`src/rtl/fetch_aligner_pkg.sv`:
```
// -----------------------------------------------------------------------------
// fetch_aligner_pkg
// Shared RV32 opcode constants, the instruction-length predicate and small
// encoder helpers used to build 32-bit instructions from compressed fields.
// Imported by comp_decoder and fetch_aligner.
// No ports (package).
// -----------------------------------------------------------------------------
package fetch_aligner_pkg;

   // Major opcodes of the RV32I base instructions that RVC expands into.
   localparam logic [6:0] OP_LOAD   = 7'h03;
   localparam logic [6:0] OP_OP_IMM = 7'h13;
   localparam logic [6:0] OP_STORE  = 7'h23;
   localparam logic [6:0] OP_OP     = 7'h33;
   localparam logic [6:0] OP_LUI    = 7'h37;
   localparam logic [6:0] OP_BRANCH = 7'h63;
   localparam logic [6:0] OP_JALR   = 7'h67;
   localparam logic [6:0] OP_JAL    = 7'h6F;
   localparam logic [6:0] OP_SYSTEM = 7'h73;

   // Low two bits that mark a full-length (32-bit) instruction.
   localparam logic [1:0] LEN32_MARK = 2'b11;

   // Classification of what the aligner can do with its buffered halves.
   typedef enum logic [2:0] {
      STEP_NONE,
      STEP_CARRY_EMIT,
      STEP_HALF,
      STEP_FULL,
      STEP_CARRY_LOAD
   } step_e;

   // An instruction is 16 bits wide unless its low two bits are 2'b11.
   function automatic logic is_compressed(input logic [1:0] low_bits);
      return low_bits != LEN32_MARK;
   endfunction

   function automatic logic [31:0] enc_i(input logic [11:0] imm, input logic [4:0] rs1,
                                         input logic [2:0] f3, input logic [4:0] rd,
                                         input logic [6:0] op);
      return {imm, rs1, f3, rd, op};
   endfunction

   function automatic logic [31:0] enc_r(input logic [6:0] f7, input logic [4:0] rs2,
                                         input logic [4:0] rs1, input logic [2:0] f3,
                                         input logic [4:0] rd, input logic [6:0] op);
      return {f7, rs2, rs1, f3, rd, op};
   endfunction

   function automatic logic [31:0] enc_s(input logic [11:0] imm, input logic [4:0] rs2,
                                         input logic [4:0] rs1, input logic [2:0] f3,
                                         input logic [6:0] op);
      return {imm[11:5], rs2, rs1, f3, imm[4:0], op};
   endfunction

   // Branch offsets are always even, so only bits [12:1] are carried.
   function automatic logic [31:0] enc_b(input logic [12:1] off, input logic [4:0] rs2,
                                         input logic [4:0] rs1, input logic [2:0] f3);
      return {off[12], off[10:5], rs2, rs1, f3, off[4:1], off[11], OP_BRANCH};
   endfunction

   function automatic logic [31:0] enc_u(input logic [19:0] imm, input logic [4:0] rd,
                                         input logic [6:0] op);
      return {imm, rd, op};
   endfunction

   function automatic logic [31:0] enc_j(input logic [20:1] off, input logic [4:0] rd);
      return {off[20], off[10:1], off[11], off[19:12], rd, OP_JAL};
   endfunction

endpackage

```
`src/rtl/comp_decoder.sv`:
```
// -----------------------------------------------------------------------------
// comp_decoder
// Purely combinational RV32C expander. A 16-bit instruction in ins_in[15:0]
// is rewritten into its 32-bit RV32I equivalent; a 32-bit instruction passes
// through untouched.
// Ports:
//   ins_in      in  32  candidate instruction (compressed ones in [15:0])
//   ins_out     out 32  expanded instruction (0 when illegal)
//   illegal_ins out 1   encoding is reserved or not valid for RV32IC
// -----------------------------------------------------------------------------
module comp_decoder (
   input  logic [31:0] ins_in,
   output logic [31:0] ins_out,
   output logic        illegal_ins
);
   import fetch_aligner_pkg::*;

   logic [15:0] c;
   logic [4:0]  rd;
   logic [4:0]  rs2;
   logic [4:0]  rdp;
   logic [4:0]  rs1p;
   logic [11:0] imm6;

   // Register fields shared by several formats; primed registers map to x8-x15.
   assign c    = ins_in[15:0];
   assign rd   = c[11:7];
   assign rs2  = c[6:2];
   assign rdp  = {2'b01, c[4:2]};
   assign rs1p = {2'b01, c[9:7]};
   assign imm6 = {{6{c[12]}}, c[12], c[6:2]};

   // Expansion table, keyed by quadrant and funct3. FP loads/stores are not
   // part of RV32IC and fall into the illegal default.
   always_comb begin
      ins_out     = ins_in;
      illegal_ins = 1'b0;
      if (is_compressed(ins_in[1:0])) begin
         ins_out = 32'h0;
         unique case ({c[1:0], c[15:13]})
            5'b00_000: begin
               if (c[12:5] == 8'h0) illegal_ins = 1'b1;
               else ins_out = enc_i({2'b00, c[10:7], c[12:11], c[5], c[6], 2'b00},
                                    5'd2, 3'b000, rdp, OP_OP_IMM);
            end
            5'b00_010: ins_out = enc_i({5'b0, c[5], c[12:10], c[6], 2'b00},
                                       rs1p, 3'b010, rdp, OP_LOAD);
            5'b00_110: ins_out = enc_s({5'b0, c[5], c[12:10], c[6], 2'b00},
                                       rdp, rs1p, 3'b010, OP_STORE);
            5'b01_000: ins_out = enc_i(imm6, rd, 3'b000, rd, OP_OP_IMM);
            5'b01_001: ins_out = enc_j({{9{c[12]}}, c[12], c[8], c[10:9], c[6], c[7],
                                        c[2], c[11], c[5:3]}, 5'd1);
            5'b01_010: ins_out = enc_i(imm6, 5'd0, 3'b000, rd, OP_OP_IMM);
            5'b01_011: begin
               if ({c[12], c[6:2]} == 6'h0) illegal_ins = 1'b1;
               else if (rd == 5'd2)
                  ins_out = enc_i({{3{c[12]}}, c[4:3], c[5], c[2], c[6], 4'b0000},
                                  5'd2, 3'b000, 5'd2, OP_OP_IMM);
               else
                  ins_out = enc_u({{14{c[12]}}, c[12], c[6:2]}, rd, OP_LUI);
            end
            5'b01_100: begin
               case (c[11:10])
                  2'b00: begin
                     if (c[12]) illegal_ins = 1'b1;
                     else ins_out = enc_i({7'b0000000, c[6:2]}, rs1p, 3'b101, rs1p, OP_OP_IMM);
                  end
                  2'b01: begin
                     if (c[12]) illegal_ins = 1'b1;
                     else ins_out = enc_i({7'b0100000, c[6:2]}, rs1p, 3'b101, rs1p, OP_OP_IMM);
                  end
                  2'b10: ins_out = enc_i(imm6, rs1p, 3'b111, rs1p, OP_OP_IMM);
                  2'b11: begin
                     if (c[12]) illegal_ins = 1'b1;
                     else begin
                        case (c[6:5])
                           2'b00: ins_out = enc_r(7'b0100000, rdp, rs1p, 3'b000, rs1p, OP_OP);
                           2'b01: ins_out = enc_r(7'b0000000, rdp, rs1p, 3'b100, rs1p, OP_OP);
                           2'b10: ins_out = enc_r(7'b0000000, rdp, rs1p, 3'b110, rs1p, OP_OP);
                           2'b11: ins_out = enc_r(7'b0000000, rdp, rs1p, 3'b111, rs1p, OP_OP);
                        endcase
                     end
                  end
               endcase
            end
            5'b01_101: ins_out = enc_j({{9{c[12]}}, c[12], c[8], c[10:9], c[6], c[7],
                                        c[2], c[11], c[5:3]}, 5'd0);
            5'b01_110,
            5'b01_111: ins_out = enc_b({{4{c[12]}}, c[12], c[6:5], c[2], c[11:10], c[4:3]},
                                       5'd0, rs1p, {2'b00, c[13]});
            5'b10_000: begin
               if (c[12]) illegal_ins = 1'b1;
               else ins_out = enc_i({7'b0000000, c[6:2]}, rd, 3'b001, rd, OP_OP_IMM);
            end
            5'b10_010: begin
               if (rd == 5'd0) illegal_ins = 1'b1;
               else ins_out = enc_i({4'b0, c[3:2], c[12], c[6:4], 2'b00},
                                    5'd2, 3'b010, rd, OP_LOAD);
            end
            5'b10_100: begin
               if (!c[12]) begin
                  if (rs2 != 5'd0)      ins_out = enc_r(7'b0, rs2, 5'd0, 3'b000, rd, OP_OP);
                  else if (rd != 5'd0)  ins_out = enc_i(12'h0, rd, 3'b000, 5'd0, OP_JALR);
                  else                  illegal_ins = 1'b1;
               end else begin
                  if (rs2 != 5'd0)      ins_out = enc_r(7'b0, rs2, rd, 3'b000, rd, OP_OP);
                  else if (rd != 5'd0)  ins_out = enc_i(12'h0, rd, 3'b000, 5'd1, OP_JALR);
                  else                  ins_out = enc_i(12'h001, 5'd0, 3'b000, 5'd0, OP_SYSTEM);
               end
            end
            5'b10_110: ins_out = enc_s({4'b0, c[8:7], c[12:9], 2'b00},
                                       rs2, 5'd2, 3'b010, OP_STORE);
            default:   illegal_ins = 1'b1;
         endcase
      end
   end

endmodule

```
`src/rtl/fetch_aligner.sv`:
```
// -----------------------------------------------------------------------------
// fetch_aligner
// Splits word-aligned 32-bit fetch words into RV32IC instructions, joins
// instructions that straddle a word boundary, expands them through
// comp_decoder and presents them on a registered valid/ready port with PC.
// Ports:
//   clk, rst                 clock, asynchronous active-high reset
//   flush, flush_pc          redirect request and halfword-aligned target
//   fetch_valid/ready/data   sequential fetch word handshake
//   out_valid/ready          instruction handshake towards decode
//   out_instr, out_pc        expanded instruction and its address
//   out_comp, out_illegal    original was 16 bits / decoder flagged illegal
// -----------------------------------------------------------------------------
module fetch_aligner #(
   parameter logic [31:0] RESET_PC = 32'h0000_0000
) (
   input  logic        clk,
   input  logic        rst,
   input  logic        flush,
   input  logic [31:0] flush_pc,
   input  logic        fetch_valid,
   input  logic [31:0] fetch_data,
   output logic        fetch_ready,
   output logic        out_valid,
   input  logic        out_ready,
   output logic [31:0] out_instr,
   output logic [31:0] out_pc,
   output logic        out_comp,
   output logic        out_illegal
);
   import fetch_aligner_pkg::*;

   logic [31:0] w_q, w_d;
   logic        w_v_q, w_v_d;
   logic        hp_q, hp_d;
   logic [15:0] c_q, c_d;
   logic        c_v_q, c_v_d;
   logic [31:0] pc_q, pc_d;
   logic        out_valid_q, out_valid_d;
   logic [31:0] out_instr_q, out_instr_d;
   logic [31:0] out_pc_q, out_pc_d;
   logic        out_comp_q, out_comp_d;
   logic        out_illegal_q, out_illegal_d;

   logic [15:0] h;
   step_e       step_kind;
   logic [31:0] cand;
   logic [31:0] dec_instr;
   logic        dec_illegal;
   logic        load;
   logic        step;
   logic        emit;
   logic        word_done;
   logic [31:0] step_len;

   comp_decoder u_comp_decoder (
      .ins_in      (cand),
      .ins_out     (dec_instr),
      .illegal_ins (dec_illegal)
   );

   // Decide what the buffered halves allow this cycle, in priority order:
   // finish a pending straddle, emit a 16-bit half, emit a full aligned word,
   // or park an upper-half 32-bit start in the carry register.
   always_comb begin
      h         = hp_q ? w_q[31:16] : w_q[15:0];
      step_kind = STEP_NONE;
      cand      = w_q;
      if (c_v_q && w_v_q) begin
         step_kind = STEP_CARRY_EMIT;
         cand      = {w_q[15:0], c_q};
      end else if (w_v_q && is_compressed(h[1:0])) begin
         step_kind = STEP_HALF;
         cand      = {16'h0, h};
      end else if (w_v_q && !hp_q) begin
         step_kind = STEP_FULL;
      end else if (w_v_q) begin
         step_kind = STEP_CARRY_LOAD;
      end
   end

   // Handshake qualifiers: a step only happens when the output register can
   // take a new value, and the word buffer frees up when its last half goes.
   always_comb begin
      load      = !out_valid_q || out_ready;
      step      = load && (step_kind != STEP_NONE);
      emit      = step && (step_kind != STEP_CARRY_LOAD);
      word_done = step && ((step_kind == STEP_FULL) || (step_kind == STEP_CARRY_LOAD) ||
                           ((step_kind == STEP_HALF) && hp_q));
      step_len  = (step_kind == STEP_HALF) ? 32'd2 : 32'd4;
   end

   assign fetch_ready = !flush && (!w_v_q || word_done);

   // Next-state for buffers, pointer, PC and output register. Flush is
   // applied last so it overrides every other update, including a fetch beat
   // arriving in the same cycle.
   always_comb begin
      w_d           = w_q;
      w_v_d         = w_v_q;
      hp_d          = hp_q;
      c_d           = c_q;
      c_v_d         = c_v_q;
      pc_d          = pc_q;
      out_valid_d   = out_valid_q;
      out_instr_d   = out_instr_q;
      out_pc_d      = out_pc_q;
      out_comp_d    = out_comp_q;
      out_illegal_d = out_illegal_q;

      if (step) begin
         case (step_kind)
            STEP_CARRY_EMIT: begin
               hp_d  = 1'b1;
               c_v_d = 1'b0;
            end
            STEP_HALF:       hp_d = !hp_q;
            STEP_CARRY_LOAD: begin
               c_d   = h;
               c_v_d = 1'b1;
               hp_d  = 1'b0;
            end
            default:         hp_d = hp_q;
         endcase
      end

      if (word_done) w_v_d = 1'b0;
      if (fetch_valid && fetch_ready) begin
         w_d   = fetch_data;
         w_v_d = 1'b1;
      end

      if (emit) begin
         out_valid_d   = 1'b1;
         out_instr_d   = dec_instr;
         out_illegal_d = dec_illegal;
         out_pc_d      = pc_q;
         out_comp_d    = (step_kind == STEP_HALF);
         pc_d          = pc_q + step_len;
      end else if (load) begin
         out_valid_d   = 1'b0;
      end

      if (flush) begin
         w_v_d       = 1'b0;
         c_v_d       = 1'b0;
         out_valid_d = 1'b0;
         pc_d        = flush_pc & 32'hFFFF_FFFE;
         hp_d        = flush_pc[1];
      end
   end

   // State register; reset drops every buffered half immediately.
   always_ff @(posedge clk or posedge rst) begin
      if (rst) begin
         w_q           <= 32'h0;
         w_v_q         <= 1'b0;
         hp_q          <= RESET_PC[1];
         c_q           <= 16'h0;
         c_v_q         <= 1'b0;
         pc_q          <= RESET_PC & 32'hFFFF_FFFE;
         out_valid_q   <= 1'b0;
         out_instr_q   <= 32'h0;
         out_pc_q      <= 32'h0;
         out_comp_q    <= 1'b0;
         out_illegal_q <= 1'b0;
      end else begin
         w_q           <= w_d;
         w_v_q         <= w_v_d;
         hp_q          <= hp_d;
         c_q           <= c_d;
         c_v_q         <= c_v_d;
         pc_q          <= pc_d;
         out_valid_q   <= out_valid_d;
         out_instr_q   <= out_instr_d;
         out_pc_q      <= out_pc_d;
         out_comp_q    <= out_comp_d;
         out_illegal_q <= out_illegal_d;
      end
   end

   assign out_valid   = out_valid_q;
   assign out_instr   = out_instr_q;
   assign out_pc      = out_pc_q;
   assign out_comp    = out_comp_q;
   assign out_illegal = out_illegal_q;

endmodule

```
`config.mk`:
```
export PLATFORM = sky130hd
export DESIGN_NAME = fetch_aligner
export DESIGN_NICKNAME = d
export VERILOG_FILES = /design/src/rtl/fetch_aligner_pkg.sv /design/src/rtl/comp_decoder.sv /design/src/rtl/fetch_aligner.sv
export SDC_FILE = /design/constraint.sdc
export NUM_CORES = 1
export LEC_CHECK = 0
export CELL_PAD_IN_SITES_DETAIL_PLACEMENT = 1
export CELL_PAD_IN_SITES_GLOBAL_PLACEMENT = 1
export CORE_MARGIN = 4
export CORE_UTILIZATION = 45
export DETAILED_ROUTE_END_ITERATION = 16
export GPL_ROUTABILITY_DRIVEN = 0
export HOLD_SLACK_MARGIN = 0.02
export PLACE_DENSITY_LB_ADDON = 0.08
export SETUP_SLACK_MARGIN = 0.05
export SYNTH_ARGS = -nofsm -noshare
export SYNTH_HDL_FRONTEND = slang
export SYNTH_HIERARCHICAL = 1
export SYNTH_SLANG_ARGS = --single-unit
```
`constraint.sdc`:
```
create_clock -name clk -period 7.3 [get_ports clk]
set_input_delay 0.73 -clock clk [delete_from_list [all_inputs] [get_ports clk]]
set_output_delay 0.73 -clock clk [all_outputs]
set_load 0.01 [all_outputs]
```
==> results.cfg <==
[floorplanning]
die_area_sq_mm = 0.0209
core_area_sq_mm = 0.0181
die_h_um = 145
initial_core_util = 0.463
die_x_um = 145
row_count = 49
io_pins = 137

[clocking]
cts_setup_buffers = 0
numCtsBuffers = 17
clk-insertion-delay-late_ns = 0.44
h-tree-depth = 4
ctsHoldBuffers = 0
cts_resized = 0
clockRootBuffer = clkbuf_16
cts_sinks = 148
clockBufferDepth = 2
path_clk_slew_ns = 0.07
cts_tree = yes

[outcome]
status = completed

[yosys]
synth_cell_type_count = 77
synth_warnings = 6
synth_fp_nets = 952
synth-main-ff-cell = dfrtp_1
synthArstFlopShare = 1.00
postSynthCellCount = 880
netlist_area_sq_mm = 0.00841
synth-edff-count = 0
synth.yosys.seq_area_share = 0.440
avgSynthCellArea_sq_um = 9.55
ys_seq_elements = 148

[critical_path]
ff2ff_setup_slack_ns = 2.64
slowest_delay_ns = 1.03
worstSetupPathType = flop to flop
critPathSlowestCell = o211ai_1
timing.rr.end = out_instr[13]
crit_top_cell = o211ai_1
r2r_start = w_q[0]
crit_buf_inv = 0
critPathTopFamily = compound AO/OA/AOI/OAI gates
arrival_ns = 5.02
crit_chain = a21oi_1 > o21a_1 > nand2_1 > o211ai_1 > nor4_2 > a2111oi_2 > o21ai_0 > o211ai_1 > mux2_2
worst-r2r-cell-count = 9
start_kind = flop
cp-end-kind = flop
critical_path.max_fanout = 28
cp.required_ns = 7.67

[global_routing]
first_global_vias = 8182
grt-ovfl-total = 0
antenna_found_initial = 0
grt_util_all_layers = 0.273
grt_pass1_wl_mm = 44.8
grt_max_degree = 78

[flow_run]
drv_cap = 0

[place]
hpwl_mm = 19.0
port_buffers = 134

[timing]
clock_skew_ns = 0.0158
finalCritPeriodShare = 0.638
timing.hold.ws_ns = 0.478
setup_tns_ns = 0
worstMarginPinSlew_ns = 1.18
relSlewSlack = 0.207
max_freq_ghz = 0.215
hold_viol_final = 0
slew_violations = 0
rsz0062_at_grt = no
setup_violations = 0
layout_min_cycle_time_ns = 4.66

[pwr]
irDropWorstVdd_mv = 0.171
leakagePower_nw = 4.31
power_density_mw_per_mm2 = 321

[routing]
routedWlPerCell_um = 22.5
first_iter_violations = 645
vias = 7628
drc = 0
ant_nets = 0
via_per_inst = 6.20
drt_wl_total_mm = 27.6
dr.pass1.iters = 6

[cells_and_area]
area_growth_pct = 24.5
diodes = 0
drive_above_1_share = 0.114
final_nets = 1060

[hold_path]
hold_end = c_q[0]
hold_path.class = flop to flop
hold_start = c_q[0]
hold_depth = 1
-- cells by family after synthesis --
family | synth area share
adders and majority gates | 0.00536
AOI/OAI and AO/OA | 0.153
buffers and inverters | 0.0397
other | 0.000446
xor gates and xnor gates | 0.0250
DFF | 0.440
muxes | 0.145
and+or+nand+nor | 0.191
-- registers in the layout, indices dropped and copies added (netlist names) --
| register | cells |
|---|---|
| w_q | 32 |
| w_v_q | 1 |
| c_q | 16 |
| out_comp | 1 |
| pc_q | 31 |
| hp_q | 1 |
| c_v_q | 1 |
| out_pc | 31 |
| out_instr | 32 |
| out_illegal | 1 |
| out_valid | 1 |
-- metrics by stage --
stage | cells | instance area (sq um) | setup slack [ns] | utilization | total power [mW]
5_1_grt | 1230 | 10500 | 2.43 | 0.577 | 3.54
4_1_cts | 1230 | 10500 | 2.78 | 0.577 | 3.37
3_5_place_dp | 1198 | 9910 | 2.93 | 0.546 | 2.50
3_3_place_gp | 1198 | 9910 | 3.06 | 0.546 | 2.45
6_report | 1230 | 10500 | 2.64 | 0.577 | 3.36
2_1_floorplan | 880 | 8410 | 2.59 | - | 1.90
-- worst reg2reg max path, stage by stage, from the launching register on --
cell,delay (ns)
dfrtp_1,0.45
a21oi_1,0.30
o21a_1,0.22
nand2_1,0.56
o211ai_1,1.04
nor4_2,0.20
a2111oi_2,0.92
o21ai_0,0.39
o211ai_1,0.32
mux2_2,0.20
-- cell type report --
class	count	area, sq um
fill	2006	7680
multi-input combinational	653	4390
sequential	148	3700
timing repair buffer	152	1470
clock buffer	18	439
tap	229	287
clock inverter	14	118
inverter	16	65.1
-- cells in the final DEF, fill, tap and decap left out, types with 18 or more instances in the layout --
cell type and n:
mux2_1 53, nand2_1 126, nand3_1 41, nor2_1 38
dfrtp_1 148, a21oi_1 39, mux2_2 40, buf_4 18
o21ai_0 58, clkdlybuf4s50_1 133
-- cell usage after synthesis (17+ instances only) --
cell      instances  share of area
nand4_1          17          0.013
mux2_1           53          0.071
a21oi_1          39          0.023
nand2_1         126          0.056
o21ai_1          17          0.010
nor3_1           17          0.010
nor2_1           38          0.017
mux2i_1          17          0.020
nand3_1          42          0.025
o21ai_0          58          0.035
dfrtp_1         148           0.44
mux2_2           40          0.054
o211ai_1         17          0.015
clkbuf_1         41          0.018
-- power by group --
group	internal (mW)	switching (mW)	total [mW]
registers	1.05	0.174	1.23
clock network	0.454	0.395	0.849
logic	0.601	0.681	1.28
-- layer usage --
layer / part of all wire / GRT usage
met5: 0 / 0
met4: 0.033 / 0.114
met3: 0.068 / 0.0677
met2: 0.50 / 0.460
met1: 0.39 / 0.336
-- worst max path at each step --
stage | startpoint | end | cells after the start
after detailed placement | w_q[0] | out_instr[19] | 10
final | w_q[0] | out_instr[13] | 9
after global placement | w_q[0] | out_instr[17] | 10
after CTS | w_q[0] | out_instr[13] | 9
after global routing | w_q[0] | out_instr[13] | 9
after floorplan | rst | c_q[0] | 1
No activity file was read; power rests on OpenSTA's default activity.
==> variant 1 (same settings) <==
`w_q` no longer has a reset.
--- a/src/rtl/fetch_aligner.sv
+++ b/src/rtl/fetch_aligner.sv
@@ -153,7 +153,6 @@
    // State register; reset drops every buffered half immediately.
    always_ff @(posedge clk or posedge rst) begin
       if (rst) begin
-         w_q           <= 32'h0;
          w_v_q         <= 1'b0;
          hp_q          <= RESET_PC[1];
          c_q           <= 16'h0;
@@ -165,7 +164,6 @@
          out_comp_q    <= 1'b0;
          out_illegal_q <= 1'b0;
       end else begin
-         w_q           <= w_d;
          w_v_q         <= w_v_d;
          hp_q          <= hp_d;
          c_q           <= c_d;
@@ -179,6 +177,10 @@
       end
    end
 
+   always_ff @(posedge clk) begin
+      w_q <= w_d;
+   end
+
    assign out_valid   = out_valid_q;
    assign out_instr   = out_instr_q;
    assign out_pc      = out_pc_q;
Formal check against the unedited RTL: no difference found for any inputs over 4 cycles, from zero or initial values and one cycle with rst high; that may be too few to reach the edited logic, so the function may still have changed.
==> variant 1 against the unedited design <==
- global-route usage down 0.074 points
- sequential power down 12%
- first-iteration DRC count up 44%
- routed wire length up 3.5%
- die area up 0.37%
- sequential cell count unchanged
- setup slack worse by 370 ps
- cell area up 1.1%
- power down 20%
- critical path depth up 2
- area after synthesis up 0.39%
- largest cell class unchanged
==> variant 1: results (changes against the unedited design) <==
proportion of layout cells with a drive suffix above 1=0.0951 (-0.0188); cell family contributing the most delay on the critical path=simple AND/OR/NAND/NOR gates; Detail Placement HPWL=19200 µm (+1.1%); routed len/inst=21.8 µm (-3.0%); Power Total=2.68 mW (-20%); H-tree depth=4 (unchanged); Starting DRT DRC Count=932 (+44%); critical-path cell with the highest stage delay=sky130_fd_sc_hd__a2111oi_2; pre-CTS WS=2520 ps (-410 ps); post-synthesis net count=1035 (+8.7%); cell leakage power=4.48 nW (+3.9%); number of buffers on the longest clock path=2 (unchanged); most instantiated flip-flop cell in the synthesis netlist=sky130_fd_sc_hd__dfrtp_1; Post-synth EDFFs=32 (+32); GRT Overall Usage=0.273 (-0.000739); Final Skew=14.2 ps (-1.54 ps); via count of the first global-routing pass=8422 (+2.9%); worst-case headroom to the max-slew limit=0.267 (+0.0603); syn avg cell area=8.76 µm² (-8.3%); result of the run=finished clean; Critical Path AT=5390 ps (+370 ps); slowest cell delay on critical path=1000 ps (-30 ps); largest cells by area after synthesis=sky130_fd_sc_hd__dfrtp_1 34%, sky130_fd_sc_hd__edfxtp_1 11%, sky130_fd_sc_hd__nand2_1 11%; top cells by count, synth=252 x sky130_fd_sc_hd__nand2_1, 116 x sky130_fd_sc_hd__dfrtp_1, 56 x sky130_fd_sc_hd__o21ai_0; vias per inst=6.21 (about the same); area after detailed placement=9980 µm² (+0.67%); number of vias after detailed routing=8143 (+6.8%); Async S/R FF share, synth=0.784 (-0.216); first-pass GRT wire length=46500 µm (+3.9%); largest voltage drop on the vdd net=0.183 mV (+7.1%); combined area of all synthesized cells=8440 µm² (+0.39%); nets@finish=1142 (+7.7%); proportion of synthesized chip area in sequential cells=0.458 (+0.0173); antenna violations before repair=0 (unchanged); Cell Count Post-Placement=1280 (+6.8%); biggest fanout along the worst timing path=25 (-11%); Netlist cell types=71 (-7.8%)
variant 1: cell count changes after synthesis, sizes merged, moves of 16 or more:
| cell | delta |
|---|---|
| dfrtp | -32 |
| nand2 | +126 |
| a31oi | +18 |
| o21ai | -16 |
| a22o | +16 |
| mux2 | -63 |
| edfxtp | +32 |
variant 1: area by class of cell:
class,instances,area [µm²]
inverter,21,81.3
fill,2110,7620
sequential,148,3860
clock buffer,22,485
multi-input combinational,724,4230
clock inverter,10,121
tap,229,287
timing repair buffer,158,1520
variant 1: metal layers:
metal	global-route usage	vias up	wire length, µm
li1	-	3707	-
met1	0.389	3955	12600
met2	0.414	413	13000
met3	0.0624	68	2290
met4	0.0874	0	732
met5	0	-	0
variant 1: final timing paths:
check | from | endpoint | slack (ps) | depth (start not counted)
max reg2reg | hp_q | out_instr[20] | 2270 | 11
min reg2reg | out_pc[25] | out_pc[25] | 470 | 2
min | out_pc[25] | out_pc[25] | 470 | 2
max | hp_q | out_instr[20] | 2270 | 11
max in group asynchronous | rst | c_q[8] | 5270 | 3
min in group asynchronous | rst | out_instr[5] | 900 | 2
variant 1: cell families (layout without fill, tap and decap cells):
logic type / after synthesis / in the layout / share of synthesized area
compound gates: 220 / 220 / 0.178
mux: 46 / 46 / 0.0590
xor+xnor: 2 / 2 / 0.00208
other cells: 1 / 1 / 0.000444
flops: 148 / 148 / 0.458
buf+inv: 91 / 211 / 0.0440
fa+ha+maj: 3 / 3 / 0.00534
simple gates: 452 / 452 / 0.253
variant 1: power by group:
group	switching [mW]	internal (mW)	total, mW
clock network	0.374	0.546	0.920
logic	0.356	0.322	0.678
registers	0.103	0.979	1.08
==> variant 2 (same settings) <==
Without the edit above. Make the reset (`rst`) synchronous in one clocked block. Comments in the files are not updated.
--- a/src/rtl/fetch_aligner.sv
+++ b/src/rtl/fetch_aligner.sv
@@ -151,7 +151,7 @@
    end
 
    // State register; reset drops every buffered half immediately.
-   always_ff @(posedge clk or posedge rst) begin
+   always_ff @(posedge clk) begin
       if (rst) begin
          w_q           <= 32'h0;
          w_v_q         <= 1'b0;
Function: differs if rst is asserted again (counterexample within 4 cycles, from zero or initial values and one cycle with rst high); with rst held inactive, the same outputs for 4 cycles.
==> variant 2 against the unedited design <==
- final cell count is 12% higher
- synthesized cell count is 19% higher
- area after synthesis is 4.1% lower
- hold slack worse by 24 ps
- non-clock buffer count is 4 higher
- critical path depth is 3 higher
- sequential cell count stayed put
- cell area is 3.5% lower
- routed wire length is 0.37% lower
- setup slack worse by 25 ps
- largest cell class unchanged
- global-route usage is 0.35 points lower
- sequential share of layout area is 6.1 points lower
Power is not compared: it rests on default switching activity, and its combinational part moved more than twofold at a synthesized area within 25%.
==> variant 2: results (changes against the unedited design) <==
routed wire length=27500 µm (-0.37%); WHS=454 ps (-24.5 ps); proportion of layout cells with a drive suffix above 1=0.0668 (-0.0470); post-synthesis net count=1120 (+18%); Starting DRT DRC Count=746 (+16%); CLK BUF=20 (+2); biggest fanout along the worst timing path=23 (-18%); largest cells by area after synthesis=sky130_fd_sc_hd__dfxtp_1 37%, sky130_fd_sc_hd__nand2_1 9.3%, sky130_fd_sc_hd__mux2i_1 7.9%; most instantiated flip-flop cell in the synthesis netlist=sky130_fd_sc_hd__dfxtp_1; top cells by count, synth=200 x sky130_fd_sc_hd__nand2_1, 148 x sky130_fd_sc_hd__dfxtp_1, 99 x sky130_fd_sc_hd__a21oi_1; cells on worst reg2reg path=12 (+3); result of the run=finished clean; FF/Latch Area=2960 µm² (-20%); number of vias after detailed routing=8284 (+8.6%); Final Skew=10.9 ps (-4.87 ps); number of fill cells in the layout=2174 (+8.4%); Met3 Routed Length=1550 µm (-18%); count of non-CTS buffers in the layout=156 (+2.6%); worst-case headroom to the max-slew limit=0.211 (+0.00469); area after detailed placement=9540 µm² (-3.8%); slowest cell delay on critical path=1100 ps (+70 ps); flop2flop setup slack=2620 ps (-30 ps); critical-path cell with the highest stage delay=sky130_fd_sc_hd__dfxtp_1; syn avg cell area=7.70 µm² (-19%); nets@finish=1211 (+14%); Critical Path AT=5030 ps (about the same); met3 Use GR=0.0425 (-0.0252); Reg-to-Reg Start=hp_q
variant 2: cell count changes after synthesis, moves of 26 or more:
| cell | before | now |
|---|---|---|
| sky130_fd_sc_hd__dfrtp_1 | 148 | 0 |
| sky130_fd_sc_hd__dfxtp_1 | 0 | 148 |
| sky130_fd_sc_hd__nand2_1 | 126 | 200 |
| sky130_fd_sc_hd__a21oi_1 | 39 | 99 |
| sky130_fd_sc_hd__mux2_1 | 53 | 0 |
| sky130_fd_sc_hd__nor2_1 | 38 | 89 |
| sky130_fd_sc_hd__mux2i_1 | 17 | 64 |
| sky130_fd_sc_hd__mux2_2 | 40 | 0 |
| sky130_fd_sc_hd__a211oi_1 | 5 | 31 |
variant 2: worst max-delay path by stage:
stage                     start            end  slack (ps)  cells past startpoint
after global routing       hp_q  out_instr[19]        2240                     13
final                      hp_q  out_instr[16]        2620                     12
after CTS                  hp_q  out_instr[16]        2720                     12
after detailed placement   hp_q  out_instr[16]        2730                     12
after floorplan           w_v_q   out_instr[7]        4000                     13
after global placement     hp_q  out_instr[19]        2760                     13
variant 2: per-stage QoR:
step                      utilization  power [mW]  setup slack (ps)
after floorplan                     -        1.07              4000
after global placement          0.548        1.19              2760
after detailed placement        0.548        1.19              2730
after CTS                       0.580        2.05              2720
after global routing            0.580        2.12              2240
final                           0.580        2.04              2620
variant 2: cells by family (layout without fill, tap and decap cells):
kind of cell    after synthesis  after routing  synth area share
compound gates              285            285             0.229
xor+xnor                     18             18            0.0195
fa+ha+maj                     3              3           0.00558
buf+inv                     103            207            0.0515
flops                       148            148             0.367
mux                          64             64            0.0794
other cells                   1              1          0.000465
simple gates                426            426             0.248
variant 2: power by group:
part	switching (mW)	internal (mW)	leakage [nW]
registers	0.0379	0.835	1.21
logic	0.180	0.133	2.16
clock network	0.390	0.467	0.274
total	0.608	1.44	3.64
